## src/rtl/counter_if.sv

```systemverilog
// Counter bus: count-control inputs and registered count/overflow outputs.
// With COUNTER_OVF_TALLY_EN defined the bus also carries the saturating
// wrap tally ovf_tally.
interface counter_if #(
    parameter int unsigned WIDTH = 8
);
    logic             enable;
    logic             load;
    logic [WIDTH-1:0] load_value;
    logic [WIDTH-1:0] count;
    logic             overflow;
`ifdef COUNTER_OVF_TALLY_EN
    logic [7:0]       ovf_tally;

    modport master (
        output enable, load, load_value,
        input  count, overflow, ovf_tally
    );

    modport slave (
        input  enable, load, load_value,
        output count, overflow, ovf_tally
    );
`else
    modport master (
        output enable, load, load_value,
        input  count, overflow
    );

    modport slave (
        input  enable, load, load_value,
        output count, overflow
    );
`endif
endinterface

```

## src/rtl/counter.sv

```systemverilog
// Loadable, enable-gated binary up-counter, modulo 2**WIDTH, with a
// registered one-cycle overflow pulse after each MAX->0 wrap.
// Optional feature macro: COUNTER_OVF_TALLY_EN adds an 8-bit saturating
// count of wraps (ovf_tally), cleared only by rst.
module counter #(
    parameter int unsigned WIDTH = 8
) (
    input  logic      clk,
    input  logic      rst,
    counter_if.slave  bus
);

    localparam logic [WIDTH-1:0] CountMax = '1;

    logic [WIDTH-1:0] count_q, count_d;
    logic             overflow_q, overflow_d;

    // Next state: load beats enable; wrap at MAX raises overflow for one cycle.
    always_comb begin
        count_d    = count_q;
        overflow_d = 1'b0;
        if (bus.load) begin
            count_d = bus.load_value;
        end else if (bus.enable) begin
            if (count_q == CountMax) begin
                count_d    = '0;
                overflow_d = 1'b1;
            end else begin
                count_d = count_q + 1'b1;
            end
        end
    end

    // State register with asynchronous active-high reset.
    always_ff @(posedge clk or posedge rst) begin
        if (rst) begin
            count_q    <= '0;
            overflow_q <= 1'b0;
        end else begin
            count_q    <= count_d;
            overflow_q <= overflow_d;
        end
    end

    assign bus.count    = count_q;
    assign bus.overflow = overflow_q;

`ifdef COUNTER_OVF_TALLY_EN
    logic [7:0] tally_q, tally_d;

    // Tally bumps on every wrap edge and sticks at 255; load leaves it alone.
    always_comb begin
        tally_d = tally_q;
        if (overflow_d && (tally_q != 8'hFF)) begin
            tally_d = tally_q + 8'd1;
        end
    end

    // Tally register, cleared only by reset.
    always_ff @(posedge clk or posedge rst) begin
        if (rst) begin
            tally_q <= 8'd0;
        end else begin
            tally_q <= tally_d;
        end
    end

    assign bus.ovf_tally = tally_q;
`endif

endmodule

```

## src/flat_wrapper.sv

```systemverilog
// flat-port wrapper written by rule: the top's interface ports become plain ports
module counter_flat 
#(
    parameter int unsigned WIDTH = 8
)
  (clk, rst, bus_enable, bus_load, bus_load_value, bus_count, bus_overflow);
  counter_if #(.WIDTH(WIDTH)) bus_i ();
  input  logic clk;
  input  logic rst;
  input wire logic [$bits(bus_i.enable)-1:0] bus_enable;
  input wire logic [$bits(bus_i.load)-1:0] bus_load;
  input wire logic [$bits(bus_i.load_value)-1:0] bus_load_value;
  output wire logic [$bits(bus_i.count)-1:0] bus_count;
  output wire logic [$bits(bus_i.overflow)-1:0] bus_overflow;
  assign bus_i.enable = bus_enable;
  assign bus_i.load = bus_load;
  assign bus_i.load_value = bus_load_value;
  assign bus_count = bus_i.count;
  assign bus_overflow = bus_i.overflow;
  counter #(.WIDTH(WIDTH)) u_core (.clk(clk), .rst(rst), .bus(bus_i));
endmodule
```

## config.mk

```make
export PLATFORM = sky130hd
export DESIGN_NAME = counter_flat
export DESIGN_NICKNAME = d
export VERILOG_FILES = /design/src/rtl/counter_if.sv /design/src/rtl/counter.sv /design/src/flat_wrapper.sv
export SDC_FILE = /design/constraint.sdc
export NUM_CORES = 1
export LEC_CHECK = 0
export CAP_MARGIN = 20
export CORE_MARGIN = 10
export CORE_UTILIZATION = 40
export CTS_BUF_LIST = sky130_fd_sc_hd__clkbuf_8 sky130_fd_sc_hd__clkbuf_16
export DETAILED_ROUTE_END_ITERATION = 12
export GPL_TIMING_DRIVEN = 0
export PLACE_DENSITY = 0.83
export SLEW_MARGIN = 40
export SYNTH_ARGS = -nofsm -noshare
export SYNTH_HDL_FRONTEND = slang
export SYNTH_SLANG_ARGS = --single-unit
export TNS_END_PERCENT = 50
```

## constraint.sdc

```tcl
create_clock -name clk -period 2 [get_ports clk]
set_clock_uncertainty 0.15 [all_clocks]
set_input_delay 0.4 -clock clk [delete_from_list [all_inputs] [get_ports clk]]
set_output_delay 0.4 -clock clk [all_outputs]
set_load 0.02 [all_outputs]
```

Word level (Yosys, flattened, before mapping)

Index checks and enable logic that the tools add are counted.

Register bits: 9

Add/subtract/negate cells: 1
Equality and inequality tests: 1
Multiplexer cells: 6
Reduce and logical (&&, ||, !) cells: 1

Operators with widths:

| operator                                    | count |
|---|---|
| 2-to-1 mux 8 bit                            | 3 |
| adder 8 x 1 -> 8 bit, second input constant | 1 |
| equality test 8 bit, second input constant  | 1 |
| 2-to-1 mux 1 bit                            | 3 |
| nonzero test 2 bit                          | 1 |

Depth between registers and ports, before layout

Word-level depth: 4
Gate-level depth with buffers: 4

Worst setup path before layout

Ideal clock, no wire load.

Path kind: register -> register
Start: register u_core.count_q[0] (netlist: u_core.bus.count[0])
End: register u_core.count_q[6] (netlist: u_core.bus.count[6])
Arrival: 1347 ps
Required time: 1781 ps
Path slack: 434 ps
Cell stages (with the launch flop): 5
Buffers on the path: 0
Clock period less this slack: 1566 ps
Path through: dfrtp_1 -> ha_1 -> nand3_1 -> or4_1 -> nand3_1

Longest elaborated chain between the ends: 4
Elaborated cells on any way between the ends: 5
Classes of those cells: add/sub (1); eq/ne (1); mux (3)

RTL lines:

| what                                                        | RTL line                     | text |
|---|---|---|
| from (decl)                                                 | counter.sv:15                | `logic [WIDTH-1:0] count_q, count_d;` |
| from (signal assigned)                                      | counter.sv:40                | `count_q <= count_d;` |
| adder 8 x 1 -> 8 bit or equality test 8 bit (tied branches) | counter.sv:29, counter.sv:25 |  |
| 2-to-1 mux 8 bit *                                          | counter.sv:25                | `if (count_q == CountMax) begin` |
| 2-to-1 mux 8 bit *                                          | counter.sv:24                | `end else if (bus.enable) begin` |
| 2-to-1 mux 8 bit *                                          | counter.sv:22                | `if (bus.load) begin` |

Mark *: on every way between the ends. The rest lies on a longest branch, timed or not. The select of a mux whose other input is x is not followed.
A chain may end at the register's enable or synchronous reset.

Final worst setup path

Start: register u_core.count_q[4] (netlist: u_core.bus.count[4])
End: output port bus_count[4]

RTL lines:

| what      | RTL line           | text |
|---|---|---|
| to (decl) | flat_wrapper.sv:13 | `output wire logic [$bits(bus_i.count)-1:0] bus_count;` |

No word-level cell between the ends.

==> metrics.txt <==
outcome finished, final reports clean; Post-Synthesis Cell Area 553 sq um; Slew @ Worst Pin 401 ps; global-route wire length before repair 2450 um; worst path cell trace clkdlybuf4s50_1; Syn Nets 75; switching pwr 176 uW; Detailed Route WL 1400 um; worst slack at placement -106 ps; Tcrit/Tclk final 0.945; CP Buf/Inv Count 1; Post-CTS Repair Setup Buffers 0; row count 13; initial antenna violation count 0; vias 532; nets@finish 99; root buffer cell clkbuf_8; Max Freq 529 MHz; area grow syn2layout 46.8%; Net Sw Frac 0.298; Post-DRT Antenna Nets 0; required time worst endpoint 1450 ps; ANT cells 0; number of global-route vias before repair 531; routability cong. 0.836; Top FF cell, synth dfrtp_1; Static Leak 0.351 nW; crit-path leading delay family buffers and inverters; I/O Buffers 19; Internal 414 uW; Flop pwr share 0.395; Worst slew margin 0.733; Synth async-reset ratio 1.00; combinational share of power 0.255; filler instances 117; Die ar. 3270 sq um; WS Path Type register to output pin; CP max-delay cell clkdlybuf4s50_1; sequential area share after synthesis 0.407; non-filler instance count after layout 100; PD cells 726 nW/um^2; CTS clock-pin slew for the worst setup and hold paths 40 ps; Sink Count 9; Total Power 590 uW; CTS tree built; clk buf depth 2; Final Setup Violations 0; Routed wire per std cell 14.0 um; average instance area after synthesis 8.92 sq um; crit-path max cell delay 650 ps; Synth cell types 28; die height 57.2 um; htree depth 1; CP max FO 6; Hold Vio Cnt, Final 0; 1st-pass router iterations 2; # IOs 21; post-route worst setup slack 111 ps; Commonest cells post-synth 9 x dfrtp_1, 8 x nand2_1, 6 x o21ai_0; Hold/Removal Path Class input pin to async pin; share of cells above drive strength 1 0.0824; Post-Place Cells 96; dominant cell type by area after synthesis dfrtp_1; Clock Latency Late Sink 230 ps; final count of pins violating max slew 0; most numerous cell in the Yosys netlist dfrtp_1; Clock power frac 0.350; top cells by area, synth dfrtp_1 41%, nor2b_1 5.7%, o21ai_0 5.4%, nand2_1 5.4%, mux2i_1 3.6%; total gr overflow 0; Critical Path End Type output pin; DRT iter0 DRCs 5; CP arrival 1340 ps; Num CTS Buffers 3; Setup crit start kind register; warnings from Yosys 0; # DRC 0; Tmin final 1890 ps; HPWL after DPL 1100 um; Gates resized, CTS repair 0; Max VDD drop 0.513 mV; FF+latch count, synth 9; Layout Utilization 0.624; drt via density 5.32; cells after synthesis 62; Min Hold Slack 279 ps; top cell type's share of synthesized area 0.407; hold-fix buffers at CTS 0; initial core utilization 0.425; total track usage 0.0918; largest net degree at the start of global routing 11; maxcap violations 0; EDFF count, synth 0; Die X 57.2 um; RSZ-0062 raised after global routing false; core area 1300 sq um
registers in the layout (all words and copies together), names as in the netlist:
name	flops
u_core.bus.overflow	1
u_core.bus.count	8
path summary, 6_finish.rpt:
path                                     start                  end  slack (ps)  cells after the start
setup / recovery           u_core.bus.count[4]         bus_count[4]         110                      1
hold / removal                             rst  u_core.bus.count[4]         280                      2
setup reg to reg           u_core.bus.count[0]  u_core.bus.count[6]         420                      4
hold reg to reg            u_core.bus.count[7]  u_core.bus.overflow         460                      1
max in group asynchronous                  rst  u_core.bus.count[0]        1160                      2
min in group clk                    bus_enable  u_core.bus.overflow         410                      3
final cells by class:
| class | count | area, sq um | area share |
|---|---|---|---|
| tap | 15 | 18.8 | 0.0231 |
| sequential | 9 | 225 | 0.277 |
| inverter | 3 | 11.3 | 0.0139 |
| multi-input combinational | 47 | 304 | 0.374 |
| clock inverter | 1 | 3.75 | 0.00462 |
| timing repair buffer | 19 | 195 | 0.240 |
| clock buffer | 3 | 41.3 | 0.0508 |
| buffer | 3 | 12.5 | 0.0154 |
cells in the final DEF (no fill, tap or decap), types with 2 or more instances in the layout:
cell type        instances
nand3_1                  4
dlymetal6s2s_1           2
inv_1                    4
a21oi_1                  3
dfrtp_1                  9
mux2i_1                  2
nor2b_1                  5
nand2_1                  8
clkbuf_8                 3
clkdlybuf4s50_1         17
nor2_1                   2
o21ai_0                  6
xor2_1                   2
through the flow:
stage          setup TNS (ps)  cell area, sq um
3_5_place_dp             -446               762
2_1_floorplan               0               553
6_report                    0               812
3_3_place_gp             -267               762
5_1_grt                     0               812
4_1_cts                     0               807
cell families after synthesis:
group,Yosys count,share of synthesized area
and+or+nand+nor,28,0.308
AOI/OAI and AO/OA,14,0.152
DFF,9,0.407
buffers and inverters,6,0.0430
xor gates and xnor gates,2,0.0317
muxes,2,0.0362
adders and majority gates,1,0.0226
routing by layer:
metal,track usage,wire [um],up-vias
met3,0.0487,134,3
li1,-,-,271
met2,0.143,632,16
met5,0,0,-
met1,0.102,599,242
met4,0.0403,28,0
power by group through the flow:
stage	sequential, mW	clock, mW	combinational (mW)
2_1_floorplan	0.254	0	0.0591
3_3_place_gp	0.235	0	0.150
3_5_place_dp	0.236	0	0.153
4_1_cts	0.233	0.213	0.154
5_1_grt	0.239	0.230	0.165
6_report	0.233	0.206	0.150
Note: power is estimated with default switching activity, not from simulation.
==> patch: new RTL, same settings <==
`WIDTH` is set to 8 in 3 places; all go to 12.
--- a/src/rtl/counter_if.sv
+++ b/src/rtl/counter_if.sv
@@ -2,7 +2,7 @@
 // With COUNTER_OVF_TALLY_EN defined the bus also carries the saturating
 // wrap tally ovf_tally.
 interface counter_if #(
-    parameter int unsigned WIDTH = 8
+    parameter int unsigned WIDTH = 12
 );
     logic             enable;
     logic             load;
--- a/src/rtl/counter.sv
+++ b/src/rtl/counter.sv
@@ -3,7 +3,7 @@
 // Optional feature macro: COUNTER_OVF_TALLY_EN adds an 8-bit saturating
 // count of wraps (ovf_tally), cleared only by rst.
 module counter #(
-    parameter int unsigned WIDTH = 8
+    parameter int unsigned WIDTH = 12
 ) (
     input  logic      clk,
     input  logic      rst,
--- a/src/flat_wrapper.sv
+++ b/src/flat_wrapper.sv
@@ -1,7 +1,7 @@
 // flat-port wrapper written by rule: the top's interface ports become plain ports
 module counter_flat 
 #(
-    parameter int unsigned WIDTH = 8
+    parameter int unsigned WIDTH = 12
 )
   (clk, rst, bus_enable, bus_load, bus_load_value, bus_count, bus_overflow);
   counter_if #(.WIDTH(WIDTH)) bus_i ();
Ports: changed (resized bus_count and bus_load_value); port bits go from 21 to 29. The function was not compared with the original's and may differ.
==> patch against the original RTL <==
- sequential cell count is 4 higher
- sequential power rose by 38%
- non-clock buffer count up 11
- count of clock-buffer cells in the layout unchanged
- power rose by 27%
- die area is 29% higher
- cell area is 42% higher
- setup slack lost 0.026 ns
- fmax shrank 1.3%
- area after synthesis rose by 45%
- wire length grew 57%
- critical path type unchanged
- critical endpoint is now bus_count[6]
- largest cell class unchanged
==> patch: results (changes against the original RTL) <==
stage,metric,value,unit,change
clocking,CTS Hold Buffers Added,0,,unchanged
layout,Layout Nets,143,,+44%
critical_path,Worst Path Max Fanout,5,,-1
placement,Post-Place Cell Area,1109,sq um,+45%
yosys,Synth area leaders,"dfrtp_1 40%, nand2_1 6.1%, nand4_1 5.4%",,
yosys,Post-synth ARST share,100.0,%,unchanged
pwr,Comb pwr share,26.8,%,+1.3 points
placement,GP Congestion,0.8028,,-4.0%
clocking,Clock Latency Late Sink,0.24,ns,
routing,met2 WL,1.067,mm,+69%
routing,routed wire length,2.196,mm,+57%
pwr,Comb. pwr,0.201,mW,+34%
placement,I/O Buffers,27,,+8
clocking,post-CTS setup buffers,0,,unchanged
yosys,sequential share of the synthesized area,40.44,%,-0.29 points
layout,fraction of layout cells with a size suffix above 1,7.200,%,-1.0 points
hold_path,worst hold path class,in -> reg,,
placement,dpl hpwl,1.668,mm,+51%
clocking,H-tree Lvls,1,,unchanged
routing,DR iter-0 viols,17,,+12
global_routing,Global Route Usage Sum,11.04,%,+1.9 points
yosys,Synth Net Count,111,,+48%
global_routing,largest net degree at the start of global routing,14,,+3
pwr,Psw,0.2262,mW,+29%
global_routing,vias in the first global route,875,,+65%
critical_path,critical path's top delay family,buffers and inverters,,
clocking,clock buffer depth,2,,unchanged
routing,routed wl met3,160,um,+19%
yosys,post-synthesis xor/xnor area fraction,5.443,%,+2.3 points
sta,Worst-Margin Slew,0.5061,ns,+0.1050 ns
clocking,Worst-path clk slew,0.05,ns,
global_routing,first-pass GRT wire length,3.795,mm,+55%
pwr,Peak VDD IR,0.4557,mV,-11%
layout,final cell count without fillers,152,,+52%
global_routing,initial antenna violation count,0,,unchanged
yosys,Unique masters post-synth,29,,+3.6%
clocking,cts repair resizes,0,,unchanged
yosys,fraction of synthesized area in multiplexers,0,%,-3.6 points
critical_path,crit path DAT,1.37,ns,+0.03 ns
outcome,status,completed,,
global_routing,met1 Use GR,12.02,%,+1.9 points
layout,layout filler cell count,174,,+49%
yosys,Synth Area in Adders,1.555,%,-0.71 points
yosys,Syn Area/Cell,8.559,sq um,-4.0%
yosys,Synth top cells by count,"13 x dfrtp_1, 13 x nand2_1, 8 x a21oi_1",,
global_routing,met2 Use GR,18.35,%,+4.1 points
clocking,total CTS buffers,3,,unchanged
routing,Via density,5.421,,+1.9%
pwr,Leak,0.4739,nW,+35%
layout,Largest register FFs,12,,+4
routing,Max Used Layer,met4,,
global_routing,met3 usage,4.811,%,-0.056 points
routing,first-pass detailed-route iteration total,4,,+2
pwr,P_seq,0.322,mW,+38%
yosys,post-synthesis compound-gate area fraction,15.86,%,+0.70 points
yosys,synth warn,0,,unchanged
routing,met1 WL,944,um,+58%
yosys,"Top FF cell, synth",dfrtp_1,,
-- patch: cell types whose count changed after synthesis, sizes merged, moves of 4 or more --
cell / before / now
nand2: 8 / 13
dfrtp: 9 / 13
and3: 0 / 4
nand4: 2 / 8
a21oi: 3 / 8
-- patch: area by class of cell --
type / count / area share, %
Tap cell: 27 / 2.928
Clock buffer: 3 / 3.579
Clock inverter: 1 / 0.3254
Multi-Input combinational cell: 70 / 36.55
Timing Repair Buffer: 27 / 23.43
Inverter: 5 / 1.627
Sequential cell: 13 / 28.20
Buffer: 6 / 3.362
-- patch: stage by stage --
stage | utilization (%) | worst slack, ns | TNS (ns)
2_1_floorplan | - | 0.2428 | 0
3_3_place_gp | 57.09 | -0.09135 | -0.09135
3_5_place_dp | 57.09 | -0.1103 | -0.1103
4_1_cts | 59.41 | 0.08477 | 0
5_1_grt | 59.41 | 0.02382 | 0
6_report | 59.41 | 0.08500 | 0
-- patch: worst paths after layout --
check / start / to / slack (ns) / depth (start not counted)
max reg2reg: u_core.bus.count[0] / u_core.bus.count[7] / 0.23 / 5
min: bus_load / u_core.bus.count[9] / 0.30 / 2
max in group asynchronous: rst / u_core.bus.count[8] / 1.02 / 2
min reg2reg: u_core.bus.count[9] / u_core.bus.count[9] / 0.48 / 2
min in group asynchronous: rst / u_core.bus.count[4] / 0.34 / 2
max: u_core.bus.count[6] / bus_count[6] / 0.08 / 1
-- patch: cell families (layout without fill, tap and decap cells) --
kind of cell / after synthesis / after routing
AOI/OAI and AO/OA: 22 / 22
xor gates and xnor gates: 5 / 5
adders and majority gates: 1 / 1
buffers and inverters: 11 / 42
DFF: 13 / 13
and+or+nand+nor: 42 / 42
